<file path="config.mk">
export PLATFORM = sky130hd
export DESIGN_NAME = coherence_mem_arbiter
export DESIGN_NICKNAME = d
export VERILOG_FILES = /design/src/rtl/coherence_mem_arbiter.sv
export SDC_FILE = /design/constraint.sdc
export NUM_CORES = 1
export LEC_CHECK = 0
export BUFFER_PORTS_ARGS = -buffer_cell sky130_fd_sc_hd__clkbuf_2
export CAP_MARGIN = 20
export CELL_PAD_IN_SITES_DETAIL_PLACEMENT = 0
export CELL_PAD_IN_SITES_GLOBAL_PLACEMENT = 2
export CORE_AREA = 2 2 198 200
export DETAILED_ROUTE_END_ITERATION = 7
export DIE_AREA = 0 0 200 202
export GPL_TIMING_DRIVEN = 0
export PLACE_DENSITY = 0.64
export SLEW_MARGIN = 30
export SYNTH_ARGS = -nofsm -noshare
export SYNTH_HDL_FRONTEND = slang
export SYNTH_SLANG_ARGS = --single-unit
</file>
<file path="constraint.sdc">
create_clock -name CLK -period 2 [get_ports CLK]
set_input_delay 0.1 -clock CLK [delete_from_list [all_inputs] [get_ports CLK]]
set_output_delay 0.1 -clock CLK [all_outputs]
set_load 0.005 [all_outputs]
</file>
<file path="src/rtl/coherence_mem_arbiter.sv">
// Coherence-aware arbiter between two CPUs' instruction/data caches and one
// single-ported RAM. One cache transaction is served at a time. Data reads
// snoop the other CPU's dcache, which either invalidates that copy or, when it
// holds the line Modified, supplies the line cache-to-cache while the arbiter
// writes the line back to RAM.
module coherence_mem_arbiter #(
  parameter int CPUS   = 2,
  parameter int WORD_W = 32
) (
  input  logic                     CLK,
  input  logic                     RST,
  input  logic [CPUS-1:0]          iREN,
  input  logic [CPUS-1:0]          dREN,
  input  logic [CPUS-1:0]          dWEN,
  input  logic [CPUS*WORD_W-1:0]   iaddr,
  input  logic [CPUS*WORD_W-1:0]   daddr,
  input  logic [CPUS*WORD_W-1:0]   dstore,
  input  logic [CPUS-1:0]          ccwrite,
  input  logic [CPUS-1:0]          cctrans,
  output logic [CPUS-1:0]          iwait,
  output logic [CPUS-1:0]          dwait,
  output logic [CPUS*WORD_W-1:0]   iload,
  output logic [CPUS*WORD_W-1:0]   dload,
  output logic [CPUS-1:0]          ccwait,
  output logic [CPUS-1:0]          ccinv,
  output logic [CPUS*WORD_W-1:0]   ccsnoopaddr,
  input  logic [WORD_W-1:0]        ramload,
  input  logic [1:0]               ramstate,
  output logic [WORD_W-1:0]        ramaddr,
  output logic [WORD_W-1:0]        ramstore,
  output logic                     ramREN,
  output logic                     ramWEN
);

  typedef logic [WORD_W-1:0] word_t;

  typedef enum logic [2:0] {
    IDLE,
    DWRITE,
    SNOOP,
    C2C,
    DREAD,
    IFETCH
  } state_t;

  localparam logic [1:0] RAM_ACCESS = 2'd2;

  state_t          state;
  state_t          next_state;
  logic            g;
  logic            next_g;
  logic            last_grant;
  logic            next_last;
  logic            o;
  logic [CPUS-1:0] req;
  logic            snooping;
  logic            ram_done;
  word_t           ia_w [CPUS];
  word_t           da_w [CPUS];
  word_t           ds_w [CPUS];
  logic            cctrans_unused;

  // Transition status is informational only; the arbiter does not wait on it.
  assign cctrans_unused = ^cctrans;

  // The snooped cache is always the one that did not win the grant.
  assign o        = ~g;
  assign snooping = (state == SNOOP) || (state == C2C);
  assign ram_done = (ramstate == RAM_ACCESS);

  // Highest-priority request class: writebacks, then data reads, then fetches.
  assign req = (|dWEN) ? dWEN : ((|dREN) ? dREN : iREN);

  // Split the flat per-CPU buses into word arrays indexed by CPU number.
  always_comb begin
    for (int n = 0; n < CPUS; n++) begin
      ia_w[n] = iaddr[n*WORD_W +: WORD_W];
      da_w[n] = daddr[n*WORD_W +: WORD_W];
      ds_w[n] = dstore[n*WORD_W +: WORD_W];
    end
  end

  // State, current grant and round-robin history registers.
  always_ff @(posedge CLK) begin
    if (RST) begin
      state      <= IDLE;
      g          <= 1'b0;
      last_grant <= 1'b1;
    end else begin
      state      <= next_state;
      g          <= next_g;
      last_grant <= next_last;
    end
  end

  // Arbitration, transaction sequencing and all combinational outputs.
  always_comb begin
    next_state = state;
    next_g     = g;
    next_last  = last_grant;
    iwait      = '1;
    dwait      = '1;
    ramREN     = 1'b0;
    ramWEN     = 1'b0;
    ramaddr    = '0;
    ramstore   = '0;
    iload      = '0;
    dload      = '0;
    ccwait     = '0;
    ccinv      = '0;
    ccsnoopaddr = '0;

    for (int n = 0; n < CPUS; n++) begin
      iload[n*WORD_W +: WORD_W] = ramload;
      dload[n*WORD_W +: WORD_W] = ((state == C2C) && (n[0] == g)) ? ds_w[o] : ramload;
      if (snooping && (n[0] == o)) begin
        ccwait[n] = 1'b1;
        ccinv[n]  = ccwrite[g];
        ccsnoopaddr[n*WORD_W +: WORD_W] = da_w[g];
      end
    end

    case (state)
      IDLE: begin
        if (|req) begin
          next_g    = (&req) ? ~last_grant : req[1];
          next_last = next_g;
          if (|dWEN)
            next_state = DWRITE;
          else if (|dREN)
            next_state = SNOOP;
          else
            next_state = IFETCH;
        end
      end
      DWRITE: begin
        ramWEN   = 1'b1;
        ramaddr  = da_w[g];
        ramstore = ds_w[g];
        if (ram_done) begin
          dwait[g]   = 1'b0;
          next_state = IDLE;
        end
      end
      SNOOP: begin
        next_state = ccwrite[o] ? C2C : DREAD;
      end
      C2C: begin
        ramWEN   = 1'b1;
        ramaddr  = da_w[g];
        ramstore = ds_w[o];
        if (ram_done) begin
          dwait[g]   = 1'b0;
          dwait[o]   = 1'b0;
          next_state = IDLE;
        end
      end
      DREAD: begin
        ramREN  = 1'b1;
        ramaddr = da_w[g];
        if (ram_done) begin
          dwait[g]   = 1'b0;
          next_state = IDLE;
        end
      end
      IFETCH: begin
        ramREN  = 1'b1;
        ramaddr = ia_w[g];
        if (ram_done) begin
          iwait[g]   = 1'b0;
          next_state = IDLE;
        end
      end
      default: begin
        next_state = IDLE;
      end
    endcase
  end

endmodule

</file>
==> out/metrics.yaml, run 1 <==
route:
  via_per_inst: 3.71
  route.final.wire_length_mm: 28.0
  drt_pre_antenna_iters: 4
  average_routed_wire_per_standard_cell_um: 18.3
  drt-initial-drc-count: 106
  detail_route.drc_violations: 0
  detailroute.via_count: 5678
  antenna_left: 0
grt:
  all_layer_gr_usage_pct: 12.7
  initial_antenna_violation_count: 5
  global_route_wire_length_before_repair_mm: 37.5
  first_global_vias: 5545
  globalRoute.totalOverflow: 0
  pin_count_of_the_biggest_net_entering_global_routing: 11
logic_synthesis:
  synth-seq-cells: 5
  synth_area_leader_cell: "sky130_fd_sc_hd__mux2_2"
  synth.yosys.warnings: 0
  avgSynthCellArea_um2: 7.08
  yosysSeqAreaShare_pct: 2.89
  area_contributors_post_synth: "sky130_fd_sc_hd__mux2_2, sky130_fd_sc_hd__mux2i_1, sky130_fd_sc_hd__buf_4, sky130_fd_sc_hd__and2_1, sky130_fd_sc_hd__nand2_1"
  synthesis.area_um2: 3470
  syn-num-nets: 728
  synth_largest_type_area_fraction_pct: 20.8
  syn_inst: 490
  synthDistinctLibCells: 36
timing:
  worst_hold_slack_ns: 0.151
  period_needed_ns: 1.94
  max_clock_freq_ghz: 0.517
  slew_viol_final: 0
  finalSetupViolations: 0
  relSlewSlack_pct: 61.2
  final.period_utilization_pct: 96.8
  totalNegativeSetupSlack_ns: 0
  timing_worst_slew_pin_value_ns: 0.582
  worst_slack_ns: 0.0648
  final.setup_skew_ns: 0.00103
  timing.final.hold_violations: 0
finish:
  layout.cells.most_common: "sky130_fd_sc_hd__clkbuf_2"
  final_cells: 1529
  area_delta_synth_final_pct: 111
  final_net_count: 1246
  finish.utilization_pct: 19.1
  layout-drive-gt1-share_pct: 71.8
  nFillCells: 4436
  final_cell_mix: "sky130_fd_sc_hd__clkbuf_2, sky130_fd_sc_hd__buf_4, sky130_fd_sc_hd__nand2_1"
worst_setup_path:
  startpoint_type: "flop"
  cp_data_required_time_ns: 1.90
  timing.setup.critical_path_class: "flop to output pin"
  critPathMaxFanout: 6
  arrival_ns: 1.84
  end_kind: "output pin"
clock_network:
  cts_max_path_buffers: 2
  tritoncts_num_sinks: 5
  cts_tree: "yes"
  clock_latency_ns: 0.22
  cts-htree-levels: 1
  cts_made_buffers: 3
  cts_root_buffer: "sky130_fd_sc_hd__clkbuf_16"
  cts.clk_slew.worst_paths_ns: 0.03
floorplan:
  row_count: 72
  dieWidth_um: 200
  die_height_um: 202
  floorplan.die_area_um2: 40400
  design.core.area_um2: 38300
  initial_utilization_pct: 9.06
  num_io_pins: 504
power_and_ir_drop:
  max-vdd-ir-drop_mv: 0.210
  leakagePower_nw: 3.85
  power.density_nw_per_um2: 439
job:
  max_cap_violations: 0
placement:
  number_of_buffer_cells_added_on_primary_ports: 501
  placement.setup.worst_slack_ns: -0.678
  dp_hpwl_mm: 24.6
  total_placed_cells_including_tap_cells: 1509
  gp_congestion: 0.811
min_path:
  hold_class: "primary input to flop"
run_status:
  outcome: "finished clean"
[cells in the mapped netlist]
cell and count:
sky130_fd_sc_hd__nand3_1 3, sky130_fd_sc_hd__o221ai_1 1, sky130_fd_sc_hd__or3_1 2, sky130_fd_sc_hd__o31ai_1 2, sky130_fd_sc_hd__inv_1 4, sky130_fd_sc_hd__nand3b_1 2
sky130_fd_sc_hd__or4_1 1, sky130_fd_sc_hd__o2bb2ai_1 1, sky130_fd_sc_hd__mux2i_1 66, sky130_fd_sc_hd__o32ai_1 2, sky130_fd_sc_hd__or4_4 1, sky130_fd_sc_hd__a211oi_1 1
sky130_fd_sc_hd__and2_1 55, sky130_fd_sc_hd__nor2b_1 2, sky130_fd_sc_hd__inv_2 1, sky130_fd_sc_hd__nand2_1 71, sky130_fd_sc_hd__a21o_1 1, sky130_fd_sc_hd__nand4_1 1
sky130_fd_sc_hd__nor2_2 1, sky130_fd_sc_hd__clkbuf_1 16, sky130_fd_sc_hd__o22ai_1 32, sky130_fd_sc_hd__nor3_1 3, sky130_fd_sc_hd__xnor2_1 1, sky130_fd_sc_hd__a21oi_1 35
sky130_fd_sc_hd__buf_2 20, sky130_fd_sc_hd__or3b_1 1, sky130_fd_sc_hd__buf_1 1, sky130_fd_sc_hd__buf_4 65, sky130_fd_sc_hd__mux2_2 64, sky130_fd_sc_hd__nand2b_1 6
sky130_fd_sc_hd__xor2_1 1, sky130_fd_sc_hd__or2b_1 1, sky130_fd_sc_hd__buf_6 1, sky130_fd_sc_hd__o21ai_0 4, sky130_fd_sc_hd__dfxtp_1 5, sky130_fd_sc_hd__nor2_1 16
[state kept, by name, indices dropped and copies added (netlist names)]
| register | count |
|---|---|
| state | 3 |
| g | 1 |
| last_grant | 1 |
[final timing paths]
| path | startpoint | endpoint | slack, ns | depth (start not counted) |
|---|---|---|---|---|
| worst min register to register | last_grant | last_grant | 0.53 | 2 |
| worst max-delay path | state[2] | dload[15] | 0.06 | 9 |
| worst min-delay path | RST | state[1] | 0.15 | 2 |
| worst max register to register | state[0] | state[0] | 0.29 | 5 |
[through the flow]
| step | power [mW] | instance area [um^2] |
|---|---|---|
| detailed placement | 2.57 | 6620 |
| global route | 3.48 | 7320 |
| finish | 3.21 | 7320 |
| floorplan | 1.28 | 3470 |
| CTS | 3.25 | 7220 |
| global placement | 2.57 | 6620 |
[worst max-delay path, cell delays in order, from the launching register on]
cell and delay [ns]:
sky130_fd_sc_hd__dfxtp_4 0.35, sky130_fd_sc_hd__nand2b_4 0.13, sky130_fd_sc_hd__buf_6 0.12, sky130_fd_sc_hd__inv_8 0.07, sky130_fd_sc_hd__nand2_2 0.06, sky130_fd_sc_hd__nor2_4 0.10
sky130_fd_sc_hd__buf_12 0.16, sky130_fd_sc_hd__clkbuf_16 0.16, sky130_fd_sc_hd__mux2_2 0.33, sky130_fd_sc_hd__clkbuf_2 0.12
[timing repair]
| item | CTS | global route |
|---|---|---|
| setup endpoints to repair | 200 | 108 |
| pin swaps | 4 | 4 |
| hold buffers | 0 | 0 |
| cloned | 1 | 1 |
| gates resized for setup | 103 | 20 |
| setup buffers | 10 | 1 |
[area by class of cell]
cell class | instances | area [um^2] | area share, %
Multi-Input combinational cell | 377 | 2930 | 40.0
Timing Repair Buffer | 514 | 2700 | 36.8
Buffer | 102 | 822 | 11.2
Tap cell | 518 | 648 | 8.85
Sequential cell | 5 | 104 | 1.42
Clock buffer | 4 | 78.8 | 1.08
Inverter | 5 | 32.5 | 0.444
Antenna cell | 4 | 10.0 | 0.137
[cell families (layout without fill, tap and decap cells)]
logic type	Yosys count	after routing	synth area share, %
mux	130	130	39.8
buf+inv	108	625	19.7
flops	5	5	2.89
simple gates	166	166	23.8
xor+xnor	2	2	0.505
compound gates	79	79	13.3
other cells	0	4	0
[report_power, final]
part	switching (mW)	total, mW	internal [mW]
Combinational	1.48	2.75	1.28
Sequential	0.0155	0.134	0.118
Clock	0.0608	0.324	0.264
[layer usage]
| layer | share of wire (%) | GRT usage, % | wire (um) |
|---|---|---|---|
| met1 | 38 | 13.8 | 10600 |
| met2 | 52 | 24.8 | 14500 |
| met3 | 6.7 | 1.50 | 1880 |
| met4 | 3.4 | 4.31 | 942 |
| met5 | 0 | 0 | 0 |
(Power assumes the default switching activity.)
==> inputs of run 2 (changes only) <==
CTS_BUF_LIST = sky130_fd_sc_hd__clkbuf_4 sky130_fd_sc_hd__clkbuf_8   (was not set)
==> run 2 against run 1 <==
Via count up 0.21%. Count of clock-buffer cells in the layout unchanged. Design area about the same. Power down 3.2%. Worst hold slack better by 0.0073 ns. Sequential cell count unchanged. Global-route usage about the same. Clock power down 38%. Sequential power about the same.
==> out/metrics.yaml, run 2 (synthesis results as in run 1) <==
run_status:
  outcome: "finished clean"
timing:
  setup_repair_after_global_routing_missed_its_margin: "no"
  timing.final.hold_violations: 0
  final.setup_skew_ns: 0.00133
  period_needed_ns: 1.93
  timing_worst_slew_pin_value_ns: 0.579
  finalSetupViolations: 0
  slew_viol_final: 0
  worst_hold_slack_ns: 0.158
  max_clock_freq_ghz: 0.518
  final.period_utilization_pct: 96.6
  worst_slack_ns: 0.0683
  relSlewSlack_pct: 61.4
floorplan:
  die_height_um: 202
  row_count: 72
  num_io_pins: 504
  design.core.area_um2: 38300
  initial_utilization_pct: 9.06
  floorplan.die_area_um2: 40400
  dieWidth_um: 200
placement:
  number_of_buffer_cells_added_on_primary_ports: 501
  standard_cell_area_after_detailed_placement_um2: 6620
  placement.setup.worst_slack_ns: -0.678
  gp_congestion: 0.811
  dp_hpwl_mm: 24.6
clock_network:
  cts_max_path_buffers: 2
  cts_tree: "yes"
  cts-hold-fix-buffers: 0
  cts_root_buffer: "sky130_fd_sc_hd__clkbuf_8"
  cts.clk_slew.worst_paths_ns: 0.03
  cts-htree-levels: 1
  tritoncts_num_sinks: 5
  clock_latency_ns: 0.22
  cts_made_buffers: 3
finish:
  largest_registers: "state: 3 flops, g: 1 flops, last_grant: 1 flops"
  area_delta_synth_final_pct: 111
  final_cell_mix: "sky130_fd_sc_hd__clkbuf_2, sky130_fd_sc_hd__buf_4, sky130_fd_sc_hd__nand2_1"
  largest_reg_flops: 3
  design_area_um2: 7330
  layout.cells.most_common: "sky130_fd_sc_hd__clkbuf_2"
  layout-drive-gt1-share_pct: 72.0
  final_net_count: 1249
  registers.top_by_ff_count: "state"
grt:
  initial_antenna_violation_count: 5
  globalRoute.totalOverflow: 0
  all_layer_gr_usage_pct: 12.7
  first_global_vias: 5551
  pin_count_of_the_biggest_net_entering_global_routing: 11
  global_route_wire_length_before_repair_mm: 37.6
worst_setup_path:
  crit_path_max_incr_delay_ns: 0.35
  critical-path-slowest-cell: "sky130_fd_sc_hd__dfxtp_4"
  critical_path.n_buffers_inverters: 5
  startpoint_type: "flop"
  cp_data_required_time_ns: 1.90
  critPathMaxFanout: 7
  worstSetupStartpoint: "state[2]"
  cp_top_family: "buffers and inverters"
  end_kind: "output pin"
  arrival_ns: 1.83
  reg2reg_from: "state[0]"
  timing.setup.critical_path_class: "flop to output pin"
  cp_cell_sequence: "nand2b_4 > buf_6 > inv_8 > nand2_2 > nor2_4 > buf_12 > clkbuf_16 > mux2_2 > clkbuf_2"
route:
  detailroute.via_count: 5690
  detail_route.drc_violations: 0
  average_routed_wire_per_standard_cell_um: 18.4
  antenna_left: 0
  route.final.wire_length_mm: 28.1
  via_per_inst: 3.71
  drt-initial-drc-count: 117
  drt_pre_antenna_iters: 4
min_path:
  hold_class: "primary input to flop"
  hp-start: "RST"
power_and_ir_drop:
  max-vdd-ir-drop_mv: 0.134
  power_frac_comb_pct: 89.3
  pwr-share-clk_pct: 6.4
  p_sw_share_pct: 49.8
  power.internal_mw: 1.56
  power.density_nw_per_um2: 424
  netSwitchingPower_mw: 1.55
  leakagePower_nw: 3.85
  power.sequential.fraction_pct: 4.3
job:
  max_cap_violations: 0
-- run 2: cell count changes in the layout (fill, tap and decap cells not counted), sizes merged --
cell,change
buf,+2
clkbuf,+1
diode,+1
-- run 2: final timing paths --
path | to | slack [ns] | cells after the start
worst max-delay path | dload[15] | 0.07 | 9
worst min-delay path | state[1] | 0.16 | 2
worst max register to register | state[0] | 0.28 | 5
worst min register to register | last_grant | 0.54 | 2
-- run 2: layout make-up --
class / instances / area, um^2
plain buffers: 102 / 822
multi-input cells: 377 / 2930
fillers: 4432 / 31000
well taps: 518 / 648
inverters: 5 / 32.5
clock buffers: 4 / 48.8
flip-flops and latches: 5 / 104
repair buffers: 517 / 2730
diodes: 5 / 12.5
-- run 2: metal layers --
metal | GRT usage, % | up-vias | part of all wire, %
met5 | 0 | - | 0
met4 | 4.31 | 0 | 3.3
met3 | 1.55 | 26 | 6.6
li1 | - | 2706 | -
met2 | 24.8 | 331 | 52
met1 | 13.8 | 2627 | 38
-- run 2: stage by stage --
stage	std cells	TNS, ns	utilization, %	power (mW)
after floorplan	490	0	-	1.28
final	1533	0	19.1	3.11
after global placement	1509	-69.47	17.3	2.57
after global routing	1532	0	19.1	3.37
after detailed placement	1509	-71.61	17.3	2.57
after CTS	1523	-0.0245	18.8	3.12
-- run 2: what timing repair did --
action	in CTS	in global routing
endpoints found under the setup margin	200	108
pin swaps	4	3
setup buffers	10	3
gates cloned	1	2
resized for setup	103	18
-- run 2: power by group through the flow --
stage	Combinational (mW)	Clock, mW	Sequential, mW
6_report	2.78	0.200	0.134
5_1_grt	3.02	0.214	0.136
4_1_cts	2.79	0.205	0.130
3_5_place_dp	2.44	0	0.132
3_3_place_gp	2.44	0	0.132
2_1_floorplan	1.15	0	0.128
